[src/rtl/moving_average_pkg.sv]
// rtl/moving_average_pkg.sv - shared types and helpers for the moving-average sequencer
package moving_average_pkg;

   typedef enum logic [2:0] {
      IDLE,
      FLUSH,
      WAIT_SAMPLE,
      STROBE,
      BUSY,
      CAPTURE
   } state_t;

   localparam int FLUSH_CYCLES_DEFAULT = 2;

   function automatic int wd_width(input int timeout);
      return $clog2(timeout + 1);
   endfunction

endpackage

[src/rtl/sat_counter.sv]
// rtl/sat_counter.sv - saturating up-counter with synchronous clear
module sat_counter #(
   parameter int W = 8
) (
   input  logic         clk,
   input  logic         clr,
   input  logic         inc,
   output logic [W-1:0] q
);

   always_ff @(posedge clk) begin
      if (clr) begin
         q <= '0;
      end else if (inc && (q != '1)) begin
         q <= q + W'(1);
      end
   end

endmodule

[src/rtl/moving_average_sequencer.sv]
// rtl/moving_average_sequencer.sv - drives a moving-average core from a free-running ADC stream
module moving_average_sequencer
   import moving_average_pkg::*;
#(
   parameter int DATA_IN_LEN  = 10,
   parameter int FILTER_POWER = 2,
   parameter int TIMEOUT      = 64,
   parameter int FLUSH_CYCLES = FLUSH_CYCLES_DEFAULT,
   parameter int CNT_W        = 8
) (
   input  logic                   clk,
   input  logic                   reset,
   input  logic                   enable,
   input  logic [DATA_IN_LEN-1:0] adc_data,
   input  logic                   adc_valid,
   output logic [DATA_IN_LEN-1:0] filt_data_in,
   output logic                   filt_strobe_in,
   output logic                   filt_reset,
   input  logic [DATA_IN_LEN-1:0] filt_data_out,
   input  logic                   filt_strobe_out,
   output logic [DATA_IN_LEN-1:0] avg_data,
   output logic                   avg_valid,
   input  logic                   avg_ready,
   output logic                   warm,
   output logic [CNT_W-1:0]       drop_cnt,
   output logic [CNT_W-1:0]       overrun_cnt,
   output logic                   timeout_err
);

   localparam int WD_W = wd_width(TIMEOUT);
   localparam int FL_W = wd_width(FLUSH_CYCLES);
   localparam int WC_W = FILTER_POWER + 1;
   localparam int WIN  = 1 << FILTER_POWER;

   state_t            state, state_n;
   logic [FL_W-1:0]   flush_cnt;
   logic [WD_W-1:0]   wd_cnt;
   logic [WC_W-1:0]   warm_cnt;
   logic              accept, load, drop_inc, ovr_inc, timeout_hit;

   // Watchdog counts BUSY cycles from zero, so firing at TIMEOUT-2 lands FLUSH TIMEOUT cycles after STROBE.
   always_comb begin
      state_n        = state;
      filt_reset     = 1'b0;
      filt_strobe_in = 1'b0;
      accept         = 1'b0;
      load           = 1'b0;
      timeout_hit    = 1'b0;
      case (state)
         IDLE: begin
            filt_reset = 1'b1;
            if (enable) state_n = FLUSH;
         end
         FLUSH: begin
            filt_reset = 1'b1;
            if (flush_cnt == FL_W'(FLUSH_CYCLES - 1)) state_n = WAIT_SAMPLE;
         end
         WAIT_SAMPLE: begin
            if (adc_valid) begin
               accept  = enable;
               state_n = STROBE;
            end
         end
         STROBE: begin
            filt_strobe_in = 1'b1;
            state_n        = BUSY;
         end
         BUSY: begin
            if (filt_strobe_out) begin
               state_n = CAPTURE;
            end else if (wd_cnt == WD_W'(TIMEOUT - 2)) begin
               timeout_hit = enable;
               state_n     = FLUSH;
            end
         end
         CAPTURE: begin
            load    = enable && (warm_cnt >= WC_W'(WIN - 1));
            state_n = WAIT_SAMPLE;
         end
         default: state_n = IDLE;
      endcase
      if (!enable) state_n = IDLE;
   end

   assign drop_inc = enable && adc_valid && (state != WAIT_SAMPLE);
   assign ovr_inc  = load && avg_valid && !avg_ready;

   always_ff @(posedge clk) begin
      if (reset) begin
         state        <= IDLE;
         flush_cnt    <= '0;
         wd_cnt       <= '0;
         warm_cnt     <= '0;
         filt_data_in <= '0;
         avg_data     <= '0;
         avg_valid    <= 1'b0;
         warm         <= 1'b0;
         timeout_err  <= 1'b0;
      end else begin
         state     <= state_n;
         flush_cnt <= (state == FLUSH) ? flush_cnt + FL_W'(1) : '0;

         if (state == STROBE)    wd_cnt <= '0;
         else if (state == BUSY) wd_cnt <= wd_cnt + WD_W'(1);

         if (state == FLUSH)
            warm_cnt <= '0;
         else if ((state == CAPTURE) && (warm_cnt != WC_W'(WIN)))
            warm_cnt <= warm_cnt + WC_W'(1);

         if (accept) filt_data_in <= adc_data;
         if (load)   avg_data     <= filt_data_out;

         if (!enable) begin
            avg_valid   <= 1'b0;
            warm        <= 1'b0;
            timeout_err <= 1'b0;
         end else begin
            if (load)           avg_valid <= 1'b1;
            else if (avg_ready) avg_valid <= 1'b0;
            if (load)                warm <= 1'b1;
            else if (state == FLUSH) warm <= 1'b0;
            if (timeout_hit) timeout_err <= 1'b1;
         end
      end
   end

   sat_counter #(.W(CNT_W)) u_drop_cnt (
      .clk (clk),
      .clr (reset),
      .inc (drop_inc),
      .q   (drop_cnt)
   );

   sat_counter #(.W(CNT_W)) u_overrun_cnt (
      .clk (clk),
      .clr (reset),
      .inc (ovr_inc),
      .q   (overrun_cnt)
   );

endmodule

[config.mk]
export PLATFORM = sky130hd
export DESIGN_NAME = moving_average_sequencer
export DESIGN_NICKNAME = d
export VERILOG_FILES = /design/src/rtl/moving_average_pkg.sv /design/src/rtl/sat_counter.sv /design/src/rtl/moving_average_sequencer.sv
export SDC_FILE = /design/constraint.sdc
export NUM_CORES = 1
export LEC_CHECK = 0
export CAP_MARGIN = 15
export CORE_ASPECT_RATIO = 2
export CORE_MARGIN = 1.5
export CORE_UTILIZATION = 43
export DETAILED_ROUTE_END_ITERATION = 8
export GPL_TIMING_DRIVEN = 0
export PLACE_DENSITY = 0.76
export SLEW_MARGIN = 20
export SYNTH_ARGS = -nofsm -noshare
export SYNTH_HDL_FRONTEND = slang
export SYNTH_SLANG_ARGS = --single-unit
[constraint.sdc]
create_clock -name clk -period 1.7 [get_ports clk]
set_input_delay 0.425 -clock clk [delete_from_list [all_inputs] [get_ports clk]]
set_output_delay 0.425 -clock clk [all_outputs]
set_load 0.02 [all_outputs]
==> metrics.txt, run 1 <==
# TYPE chip_impl_metric gauge
chip_impl_info{name="outcome",value="finished clean"} 1
chip_impl_metric{name="grt_start_max_net_pins",unit=""} 19
chip_impl_metric{name="grt_first_pass_wirelength",unit="um"} 9073
chip_impl_metric{name="async_flop_share",unit=""} 0
chip_impl_metric{name="die_y",unit="um"} 108.4
chip_impl_metric{name="timing_worst_slew_pin_value",unit="ns"} 0.5749
chip_impl_metric{name="sum_of_negative_setup_slack",unit="ns"} 0
chip_impl_info{name="final_cell_mix",value="47 x sky130_fd_sc_hd__dfxtp_1, 32 x sky130_fd_sc_hd__nor2_1, 30 x sky130_fd_sc_hd__nand2_1, 28 x sky130_fd_sc_hd__a21oi_1, 25 x sky130_fd_sc_hd__dlygate4sd2_1"} 1
chip_impl_metric{name="critPathRequiredTime",unit="ns"} 1.89
chip_impl_metric{name="vias",unit=""} 2227
chip_impl_metric{name="postRouteAntennaNets",unit=""} 0
chip_impl_metric{name="postSynthNetCount",unit=""} 305
chip_impl_metric{name="regArea",unit="mm^2"} 0.001090
chip_impl_metric{name="final_period_minus_worst_setup_slack",unit="ns"} 1.683
chip_impl_info{name="min_path_type",value="reg -> reg"} 1
chip_impl_info{name="final_common_cell",value="sky130_fd_sc_hd__dfxtp_1"} 1
chip_impl_metric{name="cts_num_sinks",unit=""} 54
chip_impl_info{name="crit_path_cells",value="ha_4 > ha_4 > a211o_1 > buf_4 > nor3b_4 > buf_12 > mux2i_1 > nor2_1"} 1
chip_impl_metric{name="first_global_vias",unit=""} 2090
chip_impl_info{name="worst_path_max_delay_cell",value="sky130_fd_sc_hd__dfxtp_2"} 1
chip_impl_metric{name="ctsHtreeMaxLevel",unit=""} 2
chip_impl_metric{name="timing.critical_path.buf_inv",unit=""} 2
chip_impl_metric{name="clkTransAtPathRegs",unit="ns"} 0.10
chip_impl_metric{name="design.die.area",unit="mm^2"} 0.006038
chip_impl_metric{name="report.final.hold_viol_count",unit=""} 0
chip_impl_metric{name="timing.final.max_slew_violations",unit=""} 0
chip_impl_metric{name="powerDensity",unit="mW/mm^2"} 634.3
chip_impl_metric{name="syn-mean-instance-area",unit="um^2"} 8.814
chip_impl_info{name="path_common_cell",value="sky130_fd_sc_hd__ha_4"} 1
chip_impl_metric{name="finalClockSkew",unit="ns"} 0.006973
chip_impl_metric{name="finalNetCount",unit=""} 385
chip_impl_metric{name="fin_crit_share",unit=""} 0.9899
chip_impl_metric{name="p_int",unit="uW"} 1640
chip_impl_metric{name="start_util",unit=""} 0.4446
chip_impl_metric{name="clkLatencyLatePin",unit="ns"} 0.31
chip_impl_metric{name="p_sw",unit="uW"} 515.9
chip_impl_metric{name="seq_power_share",unit=""} 0.592
chip_impl_metric{name="setup_viol",unit=""} 0
chip_impl_metric{name="fp-row-count",unit=""} 38
chip_impl_metric{name="number_of_enable_flip_flop_cells_after_synthesis",unit=""} 0
chip_impl_info{name="clk_root_buffer_cell",value="sky130_fd_sc_hd__clkbuf_8"} 1
chip_impl_metric{name="layout.filler_cells",unit=""} 467
chip_impl_metric{name="seq_area_frac_synth",unit=""} 0.4526
chip_impl_metric{name="max-vdd-ir-drop",unit="mV"} 0.5008
chip_impl_metric{name="utilization",unit=""} 0.6327
chip_impl_metric{name="ys_warnings",unit=""} 0
chip_impl_metric{name="critical_path.max_fanout",unit=""} 12
chip_impl_metric{name="share_comb_of_total_power",unit=""} 0.064
chip_impl_metric{name="yosysUniqueCellTypes",unit=""} 42
chip_impl_info{name="crit_path_start_kind",value="flip-flop"} 1
chip_impl_info{name="main_area_contributors_after_synthesis",value="sky130_fd_sc_hd__dfxtp_1 45%, sky130_fd_sc_hd__a21oi_1 6.1%, sky130_fd_sc_hd__mux2i_1 5.4%"} 1
chip_impl_metric{name="io-pin-count",unit=""} 67
chip_impl_metric{name="die_x",unit="um"} 55.70
chip_impl_metric{name="wl_per_cell",unit="um"} 14.20
chip_impl_info{name="rsz0062_at_grt",value="yes"} 1
chip_impl_metric{name="core-area",unit="mm^2"} 0.005373
chip_impl_metric{name="globalRoute.totalOverflow",unit=""} 0
chip_impl_metric{name="dpl.hpwl",unit="um"} 4139
chip_impl_metric{name="final_layout_size_suffix_gt1_frac",unit=""} 0.1591
chip_impl_metric{name="antenna_found_initial",unit=""} 0
chip_impl_info{name="crit_path_kind",value="reg -> reg"} 1
chip_impl_info{name="crit_path_end_kind",value="flip-flop"} 1
chip_impl_metric{name="leakagePower",unit="uW"} 0.001600
chip_impl_metric{name="max_freq",unit="GHz"} 0.5943
chip_impl_metric{name="firstDrtPassIters",unit=""} 4
chip_impl_metric{name="drv.max_cap_violation_count",unit=""} 0
chip_impl_metric{name="gp_weighted_congestion",unit=""} 0.7796
chip_impl_metric{name="tritoncts.num_buffers",unit=""} 5
chip_impl_info{name="worst_path_dominant_cell_family",value="flip-flops"} 1
chip_impl_info{name="cts_tree",value="done"} 1
chip_impl_metric{name="grtUsageTotal",unit=""} 0.1875
chip_impl_info{name="netlist.top_cell.by_area",value="sky130_fd_sc_hd__dfxtp_1"} 1
chip_impl_metric{name="iter_0_drt_violations",unit=""} 65
chip_impl_metric{name="area_delta_synth_final",unit="%"} 42.33
chip_impl_info{name="ys.flop_type",value="sky130_fd_sc_hd__dfxtp_1"} 1
chip_impl_metric{name="p_sw_frac",unit=""} 0.2393
chip_impl_metric{name="netlist_area",unit="mm^2"} 0.002389
chip_impl_metric{name="multi_input_logic_area",unit="mm^2"} 0.001340
chip_impl_metric{name="power_frac_clock",unit=""} 0.345
chip_impl_metric{name="route.detailed.drc",unit=""} 0
chip_impl_metric{name="synth_top_cell_area_share",unit=""} 0.4526
chip_impl_metric{name="crit_path_max_incr_delay",unit="ns"} 0.35
chip_impl_metric{name="synth_instances",unit=""} 271
chip_impl_metric{name="antennaDiodeCount",unit=""} 0
chip_impl_metric{name="max-clock-path-buffers",unit=""} 2
chip_impl_metric{name="wirelength_routed",unit="um"} 5850
chip_impl_metric{name="number_of_input_and_output_port_buffers_inserted",unit=""} 65
chip_impl_metric{name="slew-limit-headroom",unit=""} 0.6151
chip_impl_metric{name="post_drt_via_cell_ratio",unit=""} 5.405
chip_impl_metric{name="ffs_latches_synth",unit=""} 54
chip_impl_metric{name="worst-endpoint-arrival",unit="ns"} 1.87
-- worst paths after layout --
kind	startpoint	to	slack, ns	cells after the start
max	warm_cnt[1]$_SDFFE_PP0P_	avg_data[7]$_SDFFE_PP0P_	0.02	8
min	flush_cnt[0]$_SDFF_PP0_	flush_cnt[0]$_SDFF_PP0_	0.44	1
max reg2reg	warm_cnt[1]$_SDFFE_PP0P_	avg_data[7]$_SDFFE_PP0P_	0.02	8
min reg2reg	flush_cnt[0]$_SDFF_PP0_	flush_cnt[0]$_SDFF_PP0_	0.44	1
-- sequential cells by signal, indices dropped and copies added, names as in the netlist --
register,flops
avg_data,10
avg_valid,1
flush_cnt,2
u_drop_cnt.q,8
timeout_err,1
warm_cnt,3
filt_data_in,10
wd_cnt,7
warm,1
state,3
u_overrun_cnt.q,8
-- routing by layer --
metal  vias up  routed length (um)  track usage
li1       1109                   -            -
met5         -                   0            0
met2        39                3262       0.3656
met3        12                 207      0.03230
met1      1067                2247       0.1851
met4         0                 133      0.09059
-- power groups by stage --
stage / logic [uW] / registers [uW] / clock network, uW
floorplan: 49.3 / 1310 / 0
global placement: 133 / 1300 / 0
detailed placement: 134 / 1300 / 0
CTS: 134 / 1280 / 768
global route: 147 / 1280 / 815
finish: 137 / 1280 / 743
-- synth_stat cells, drive strengths merged, types with 3 or more instances --
cell,count
mux2i,13
or3,6
nor2,34
o21ai,5
nor3b,3
ha,8
inv,10
nand3,8
buf,4
a21oi,29
nand2b,6
clkbuf,6
o31ai,5
nand3b,4
xor2,7
nor4,4
nand2,31
nor2b,5
or4,3
nor3,4
dfxtp,54
nand4,4
-- layout make-up --
| type | count | share of cell area |
|---|---|---|
| repair buffers | 73 | 0.2087 |
| flip-flops and latches | 54 | 0.3206 |
| clock buffers | 5 | 0.02024 |
| multi-input cells | 198 | 0.3942 |
| inverters | 10 | 0.01104 |
| plain buffers | 9 | 0.01583 |
| clock inverters | 3 | 0.007361 |
| well taps | 60 | 0.02208 |
-- repair_timing --
| action | CTS | global route |
|---|---|---|
| setup buffers | 4 | 5 |
| pin swaps | 8 | 10 |
| hold buffers | 0 | 0 |
| cloned | 1 | 1 |
| resized for setup | 53 | 36 |
| endpoints found under the setup margin | 55 | 49 |
-- through the flow --
| step | std cells | hold slack [ns] | total power, uW | cell area [um^2] | setup slack [ns] |
|---|---|---|---|---|---|
| detailed placement | 396 | 0.4319 | 1439 | 3114 | -0.5629 |
| global route | 412 | 0.4726 | 2239 | 3400 | -0.08388 |
| CTS | 408 | 0.4464 | 2177 | 3284 | -0.04139 |
| finish | 412 | 0.4416 | 2156 | 3400 | 0.01725 |
| floorplan | 271 | 0.4072 | 1358 | 2389 | 0.01316 |
| global placement | 396 | 0.4173 | 1437 | 3114 | -0.5321 |
-- cells by family (layout without fill, tap and decap cells) --
| logic type | Yosys count | in the layout | share of synthesized area |
|---|---|---|---|
| compound gates | 47 | 47 | 0.1142 |
| xor+xnor | 8 | 8 | 0.02934 |
| fa+ha+maj | 8 | 8 | 0.04191 |
| buf+inv | 20 | 100 | 0.03719 |
| flops | 54 | 54 | 0.4526 |
| mux | 15 | 15 | 0.06391 |
| simple gates | 119 | 120 | 0.2609 |
Power figures use the tool's default switching activity.
==> inputs of run 2 (changes only) <==
Settings changed: CORE_UTILIZATION 43 to 47, PLACE_DENSITY 0.76 to 0.79.
Clock period 1.7 ns to 1.6 ns, I/O delays scaled along.
==> run 2 against run 1 <==
  * The run now ends with setup timing left
  * Final cell count is 1.5% higher
  * Combinational power is 16% higher
  * Clock skew is 0.0026 ns higher
  * Critical path type is now in -> reg
  * Critical endpoint is now u_overrun_cnt.q[4]$_SDFFE_PP0P_
  * Largest power group unchanged
  * Highest routed layer unchanged
==> metrics.txt, run 2 (synthesized netlist as in run 1, its figures left out) <==
# TYPE chip_impl_metric gauge
chip_impl_metric{name="setup_viol",unit=""} 19
chip_impl_metric{name="wl_per_cell",unit="um"} 15.27
chip_impl_metric{name="die_x",unit="um"} 53.41
chip_impl_info{name="reg2reg_from",value="warm_cnt[0]$_SDFFE_PP0P_"} 1
chip_impl_metric{name="clkTransAtPathRegs",unit="ns"} 0.10
chip_impl_metric{name="gp_weighted_congestion",unit=""} 0.8528
chip_impl_info{name="cts_tree",value="done"} 1
chip_impl_metric{name="number_of_input_and_output_port_buffers_inserted",unit=""} 65
chip_impl_metric{name="preCtsSetupSlack",unit="ns"} -0.6300
chip_impl_metric{name="max-clock-path-buffers",unit=""} 2
chip_impl_info{name="rsz0062_at_grt",value="yes"} 1
chip_impl_info{name="crit_path_kind",value="in -> reg"} 1
chip_impl_metric{name="utilization",unit=""} 0.7269
chip_impl_metric{name="area_delta_synth_final",unit="%"} 48.04
chip_impl_info{name="outcome",value="finished with violations"} 1
chip_impl_info{name="clk_root_buffer_cell",value="sky130_fd_sc_hd__clkbuf_8"} 1
chip_impl_metric{name="core-area",unit="mm^2"} 0.004865
chip_impl_metric{name="critPathRequiredTime",unit="ns"} 1.86
chip_impl_metric{name="iter_0_drt_violations",unit=""} 42
chip_impl_info{name="r2r-end",value="avg_data[7]$_SDFFE_PP0P_"} 1
chip_impl_metric{name="antenna_found_initial",unit=""} 0
chip_impl_metric{name="critical_path.max_fanout",unit=""} 5
chip_impl_metric{name="report.final.hold_viol_count",unit=""} 0
chip_impl_metric{name="tritoncts.num_buffers",unit=""} 5
chip_impl_metric{name="io-pin-count",unit=""} 67
chip_impl_metric{name="ff2ff_setup_slack",unit="ns"} -0.11
chip_impl_metric{name="ctsHtreeMaxLevel",unit=""} 2
chip_impl_info{name="layout_top_registers",value="avg_data (10), filt_data_in (10)"} 1
chip_impl_metric{name="layout.filler_cells",unit=""} 374
chip_impl_metric{name="leakagePower",unit="uW"} 0.001462
chip_impl_metric{name="powerDensity",unit="mW/mm^2"} 655.2
chip_impl_metric{name="final_layout_size_suffix_gt1_frac",unit=""} 0.2244
chip_impl_metric{name="firstDrtPassIters",unit=""} 4
chip_impl_metric{name="globalRoute.totalOverflow",unit=""} 0
chip_impl_metric{name="post_drt_via_cell_ratio",unit=""} 5.474
chip_impl_info{name="final_cell_mix",value="45 x sky130_fd_sc_hd__dfxtp_1, 39 x sky130_fd_sc_hd__dlygate4sd2_1, 31 x sky130_fd_sc_hd__nor2_1, 30 x sky130_fd_sc_hd__nand2_1"} 1
chip_impl_metric{name="route.detailed.drc",unit=""} 0
chip_impl_metric{name="final_period_minus_worst_setup_slack",unit="ns"} 1.718
chip_impl_metric{name="grt_start_max_net_pins",unit=""} 17
chip_impl_metric{name="grt_first_pass_wirelength",unit="um"} 9473
chip_impl_metric{name="finalClockSkew",unit="ns"} 0.009538
chip_impl_info{name="crit_path_start_kind",value="input port"} 1
chip_impl_info{name="min_delay_worst_endpoint",value="flush_cnt[0]$_SDFF_PP0_"} 1
chip_impl_metric{name="vias",unit=""} 2288
chip_impl_info{name="violations",value="setup timing"} 1
chip_impl_metric{name="postRouteAntennaNets",unit=""} 0
chip_impl_info{name="min_path_type",value="reg -> reg"} 1
chip_impl_metric{name="worst-endpoint-arrival",unit="ns"} 1.97
chip_impl_metric{name="design_area",unit="mm^2"} 0.003536
chip_impl_metric{name="placed_cells",unit=""} 393
chip_impl_metric{name="cts_num_sinks",unit=""} 54
chip_impl_metric{name="slew-limit-headroom",unit=""} 0.6577
chip_impl_metric{name="start_util",unit=""} 0.4910
chip_impl_metric{name="finalNetCount",unit=""} 394
chip_impl_metric{name="post-route-worst-setup-slack",unit="ns"} -0.1180
chip_impl_metric{name="postCtsHoldBufs",unit=""} 0
chip_impl_metric{name="die_y",unit="um"} 103.8
chip_impl_metric{name="multi_input_logic_area",unit="mm^2"} 0.001429
chip_impl_metric{name="max-vdd-ir-drop",unit="mV"} 0.6811
chip_impl_metric{name="drv.max_cap_violation_count",unit=""} 0
chip_impl_metric{name="dpl.hpwl",unit="um"} 4241
chip_impl_info{name="crit_path_end_kind",value="flip-flop"} 1
chip_impl_metric{name="detailed_place.area",unit="mm^2"} 0.003126
chip_impl_metric{name="sum_of_negative_setup_slack",unit="ns"} -1.065
chip_impl_metric{name="wirelength_routed",unit="um"} 6381
chip_impl_metric{name="first_global_vias",unit=""} 2151
chip_impl_metric{name="max_freq",unit="GHz"} 0.5821
chip_impl_metric{name="design.die.area",unit="mm^2"} 0.005545
chip_impl_metric{name="grtUsageTotal",unit=""} 0.2285
chip_impl_metric{name="antennaDiodeCount",unit=""} 0
chip_impl_metric{name="clkLatencyLatePin",unit="ns"} 0.32
chip_impl_metric{name="worst_hold_path_cell_count",unit=""} 1
chip_impl_info{name="final_common_cell",value="sky130_fd_sc_hd__dfxtp_1"} 1
chip_impl_metric{name="fp-row-count",unit=""} 36
chip_impl_metric{name="stdcell_count",unit=""} 418
chip_impl_metric{name="regArea",unit="mm^2"} 0.001097
chip_impl_metric{name="worst_r2r_path_depth",unit=""} 8
chip_impl_metric{name="timing_worst_slew_pin_value",unit="ns"} 0.5135
chip_impl_metric{name="timing.final.max_slew_violations",unit=""} 0
chip_impl_info{name="hp-start",value="flush_cnt[0]$_SDFF_PP0_"} 1
chip_impl_metric{name="fin_crit_share",unit=""} 1.074
[run 2: routing by layer]
metal | vias up | wire length, um | GRT usage
li1 | 1122 | - | -
met1 | 1099 | 2176 | 0.2065
met2 | 52 | 3823 | 0.4409
met3 | 15 | 203 | 0.03890
met4 | 0 | 177 | 0.1099
met5 | - | 0 | 0
[run 2: where the power goes]
part	internal [uW]	switching, uW	leakage, uW
registers	1350	5.74	0.000440
clock network	349	457	0.0000472
logic	82.7	76.1	0.000975
[run 2: layout make-up]
class                   instances  area share
multi-input cells             198      0.4041
flip-flops and latches         54      0.3103
repair buffers                 81      0.2074
clock buffers                   6     0.02335
plain buffers                  10     0.02052
well taps                      57     0.02017
inverters                      10     0.01062
clock inverters                 2    0.003539
[run 2: timing repair]
item	4_1_cts	5_1_grt
setup buffers	6	8
gates cloned	3	0
setup endpoints to repair	72	41
pin swaps	10	9
gates resized for setup	77	47
[run 2: through the flow]
stage	hold WS (ns)	total power, uW
floorplan	0.4072	1442
global placement	0.4190	1527
detailed placement	0.4262	1530
CTS	0.4452	2320
global route	0.4556	2401
finish	0.4444	2317
[run 2: worst max-delay path, stage by stage]
cell and delay (ns):
sky130_fd_sc_hd__clkdlybuf4s50_1 0.42, sky130_fd_sc_hd__nor2b_2 0.22, sky130_fd_sc_hd__nand4b_1 0.15, sky130_fd_sc_hd__buf_6 0.15, sky130_fd_sc_hd__or4_4 0.50, sky130_fd_sc_hd__a21oi_2 0.12
[run 2: how the worst max path moves through the flow]
stage                                          from                               to  slack [ns]  cells after the start
floorplan           u_overrun_cnt.q[0]$_SDFFE_PP0P_  u_overrun_cnt.q[5]$_SDFFE_PP0P_        0.02                      5
global placement                          adc_valid     u_drop_cnt.q[7]$_SDFFE_PP0P_       -0.60                      5
detailed placement                        adc_valid     u_drop_cnt.q[7]$_SDFFE_PP0P_       -0.63                      5
CTS                        warm_cnt[0]$_SDFFE_PP0P_  u_overrun_cnt.q[4]$_SDFFE_PP0P_       -0.16                      6
global route               warm_cnt[0]$_SDFFE_PP0P_         avg_data[7]$_SDFFE_PP0P_       -0.20                      8
finish                                    avg_ready  u_overrun_cnt.q[4]$_SDFFE_PP0P_       -0.12                      6
==> inputs of run 3 (changes only) <==
Settings changed: SKIP_CTS_REPAIR_TIMING from default to 1.
==> run 3 against run 2 <==
  * The run still ends with setup timing left
  * Sequential power about the same
  * Final cell count down 1.2%
  * First-iteration DRC count grew 12%
  * Fmax shrank 2.0%
  * Sequential share of layout area decreased by 0.38 points
  * Critical path depth did not move
  * Flip-flop and latch count did not move
  * Via count fell by 1.8%
  * Highest routed layer unchanged
==> metrics.txt, run 3 (synthesized netlist as in run 1, its figures left out) <==
# TYPE chip_impl_metric gauge
chip_impl_info{name="outcome",value="finished with violations"} 1
chip_impl_info{name="violations",value="setup timing"} 1
chip_impl_metric{name="ctsHtreeMaxLevel",unit=""} 2
chip_impl_info{name="crit_path_kind",value="in -> reg"} 1
chip_impl_metric{name="gp_weighted_congestion",unit=""} 0.8528
chip_impl_metric{name="antennaDiodeCount",unit=""} 0
chip_impl_metric{name="slew-limit-headroom",unit=""} 0.6436
chip_impl_metric{name="ff2ff_setup_slack",unit="ns"} -0.15
chip_impl_metric{name="critical_path.max_fanout",unit=""} 5
chip_impl_metric{name="timing.final.max_slew_violations",unit=""} 0
chip_impl_metric{name="start_util",unit=""} 0.4910
chip_impl_metric{name="max_freq",unit="GHz"} 0.5702
chip_impl_metric{name="io-pin-count",unit=""} 67
chip_impl_metric{name="drv.max_cap_violation_count",unit=""} 0
chip_impl_metric{name="critPathRequiredTime",unit="ns"} 1.85
chip_impl_info{name="final_cell_mix",value="47 x sky130_fd_sc_hd__dfxtp_1, 41 x sky130_fd_sc_hd__dlymetal6s2s_1, 31 x sky130_fd_sc_hd__nor2_1, 31 x sky130_fd_sc_hd__nand2_1, 24 x sky130_fd_sc_hd__a21oi_1"} 1
chip_impl_metric{name="report.final.hold_viol_count",unit=""} 0
chip_impl_metric{name="dpl.hpwl",unit="um"} 4241
chip_impl_info{name="critical_path.endpoint",value="u_overrun_cnt.q[3]$_SDFFE_PP0P_"} 1
chip_impl_metric{name="number_of_input_and_output_port_buffers_inserted",unit=""} 65
chip_impl_metric{name="wirelength_routed",unit="um"} 6312
chip_impl_metric{name="max-vdd-ir-drop",unit="mV"} 0.6531
chip_impl_metric{name="crit_path_max_incr_delay",unit="ns"} 0.50
chip_impl_info{name="rsz0062_at_grt",value="yes"} 1
chip_impl_metric{name="grt_first_pass_wirelength",unit="um"} 8970
chip_impl_metric{name="worst_r2r_path_depth",unit=""} 7
chip_impl_metric{name="postRouteAntennaNets",unit=""} 0
chip_impl_metric{name="firstDrtPassIters",unit=""} 4
chip_impl_metric{name="post-route-worst-setup-slack",unit="ns"} -0.1537
chip_impl_metric{name="design.die.area",unit="mm^2"} 0.005545
chip_impl_metric{name="core-area",unit="mm^2"} 0.004865
chip_impl_metric{name="detailed_place.area",unit="mm^2"} 0.003126
chip_impl_metric{name="clkLatencyLatePin",unit="ns"} 0.32
chip_impl_info{name="crit_path_cells",value="clkdlybuf4s50_1 > nor2b_1 > nand4b_1 > buf_6 > or4_1 > a21oi_1"} 1
chip_impl_metric{name="area_delta_synth_final",unit="%"} 49.19
chip_impl_info{name="final_common_cell",value="sky130_fd_sc_hd__dfxtp_1"} 1
chip_impl_metric{name="die_x",unit="um"} 53.41
chip_impl_info{name="worst_path_max_delay_cell",value="sky130_fd_sc_hd__or4_1"} 1
chip_impl_metric{name="finalNetCount",unit=""} 389
chip_impl_info{name="min_path_type",value="reg -> reg"} 1
chip_impl_info{name="layout_top_registers",value="avg_data (10), filt_data_in (10)"} 1
chip_impl_metric{name="cts_num_sinks",unit=""} 54
chip_impl_info{name="r2r-end",value="u_overrun_cnt.q[3]$_SDFFE_PP0P_"} 1
chip_impl_metric{name="placed_cells",unit=""} 393
chip_impl_metric{name="powerDensity",unit="mW/mm^2"} 651.1
chip_impl_metric{name="globalRoute.totalOverflow",unit=""} 0
chip_impl_metric{name="setup_viol",unit=""} 21
chip_impl_info{name="clk_root_buffer_cell",value="sky130_fd_sc_hd__clkbuf_8"} 1
chip_impl_info{name="crit_path_start_kind",value="input port"} 1
chip_impl_info{name="cts_tree",value="done"} 1
chip_impl_metric{name="fin_crit_share",unit=""} 1.096
chip_impl_metric{name="fp-row-count",unit=""} 36
chip_impl_metric{name="wl_per_cell",unit="um"} 15.28
chip_impl_info{name="cp-startpoint",value="avg_ready"} 1
chip_impl_metric{name="first_global_vias",unit=""} 2106
chip_impl_metric{name="tritoncts.num_buffers",unit=""} 5
chip_impl_metric{name="worst-endpoint-arrival",unit="ns"} 2.00
chip_impl_metric{name="post_drt_via_cell_ratio",unit=""} 5.438
chip_impl_metric{name="grtUsageTotal",unit=""} 0.2136
chip_impl_metric{name="leakagePower",unit="uW"} 0.001985
chip_impl_metric{name="die_y",unit="um"} 103.8
chip_impl_metric{name="max-clock-path-buffers",unit=""} 2
chip_impl_metric{name="timing_worst_slew_pin_value",unit="ns"} 0.5346
chip_impl_metric{name="holdWs",unit="ns"} 0.4445
chip_impl_metric{name="stdcell_count",unit=""} 413
chip_impl_metric{name="final_period_minus_worst_setup_slack",unit="ns"} 1.754
chip_impl_metric{name="antenna_found_initial",unit=""} 0
chip_impl_metric{name="iter_0_drt_violations",unit=""} 47
chip_impl_metric{name="power",unit="uW"} 2320
chip_impl_metric{name="finalClockSkew",unit="ns"} 0.007389
chip_impl_metric{name="design_area",unit="mm^2"} 0.003563
chip_impl_metric{name="grt_start_max_net_pins",unit=""} 17
chip_impl_metric{name="final_layout_size_suffix_gt1_frac",unit=""} 0.1685
chip_impl_metric{name="clkTransAtPathRegs",unit="ns"} 0.09
chip_impl_metric{name="sum_of_negative_setup_slack",unit="ns"} -2.023
chip_impl_metric{name="route.detailed.drc",unit=""} 0
chip_impl_metric{name="vias",unit=""} 2246
chip_impl_info{name="crit_path_end_kind",value="flip-flop"} 1
chip_impl_info{name="reg2reg_from",value="warm_cnt[0]$_SDFFE_PP0P_"} 1
## run 3: cell types whose count changed in the layout (fill, tap and decap cells not counted), moves of 2 or more
cell                             before  now
sky130_fd_sc_hd__a21oi_1             22   24
sky130_fd_sc_hd__a21oi_2              7    5
sky130_fd_sc_hd__buf_4               11    8
sky130_fd_sc_hd__buf_6               11    8
sky130_fd_sc_hd__clkbuf_2             3    1
sky130_fd_sc_hd__dfxtp_1             45   47
sky130_fd_sc_hd__dlygate4sd2_1       39    0
sky130_fd_sc_hd__dlymetal6s2s_1       0   41
sky130_fd_sc_hd__mux2_2               0    2
sky130_fd_sc_hd__mux2_4               2    0
sky130_fd_sc_hd__o31ai_1              2    5
sky130_fd_sc_hd__o31ai_2              3    0
## run 3: cell type report
class                           count  area, um^2
Multi-Input combinational cell    198        1349
Inverter                           10       37.54
Timing Repair Buffer               76       849.6
Fill cell                         361        1301
Clock inverter                      2       12.51
Buffer                             10       68.82
Tap cell                           57       71.32
Clock buffer                        6       82.58
Sequential cell                    54        1092
## run 3: worst min path at each step
stage                                 start                 endpoint  slack, ns  cells after the start
global placement    flush_cnt[0]$_SDFF_PP0_  flush_cnt[0]$_SDFF_PP0_       0.42                      1
floorplan           flush_cnt[0]$_SDFF_PP0_  flush_cnt[0]$_SDFF_PP0_       0.41                      1
global route        flush_cnt[0]$_SDFF_PP0_  flush_cnt[0]$_SDFF_PP0_       0.46                      1
CTS                 flush_cnt[0]$_SDFF_PP0_  flush_cnt[0]$_SDFF_PP0_       0.45                      1
finish              flush_cnt[0]$_SDFF_PP0_  flush_cnt[0]$_SDFF_PP0_       0.44                      1
detailed placement  flush_cnt[0]$_SDFF_PP0_  flush_cnt[0]$_SDFF_PP0_       0.43                      1
## run 3: per-stage QoR
step | setup slack [ns] | utilization
finish | -0.1537 | 0.7325
global route | -0.2097 | 0.7325
CTS | -0.6291 | 0.6620
detailed placement | -0.6300 | 0.6425
global placement | -0.5963 | 0.6425
floorplan | 0.01851 | -
## run 3: critical path, delay by kind of cell
| family | cells | cell delay [ns] |
|---|---|---|
| simple gates | 3 | 0.89 |
| buf+inv | 2 | 0.56 |
| compound gates | 1 | 0.15 |
## run 3: where the power goes
part / switching [uW] / internal [uW]
sequential: 5.76 / 1350
clock: 459 / 349
combinational: 72.9 / 85.5
## run 3: layer usage
metal	track usage	part of all wire	wire length, um
met2	0.3951	0.59	3736
met5	0	0	0
met3	0.03746	0.031	194
met1	0.2009	0.35	2237
met4	0.1209	0.023	143
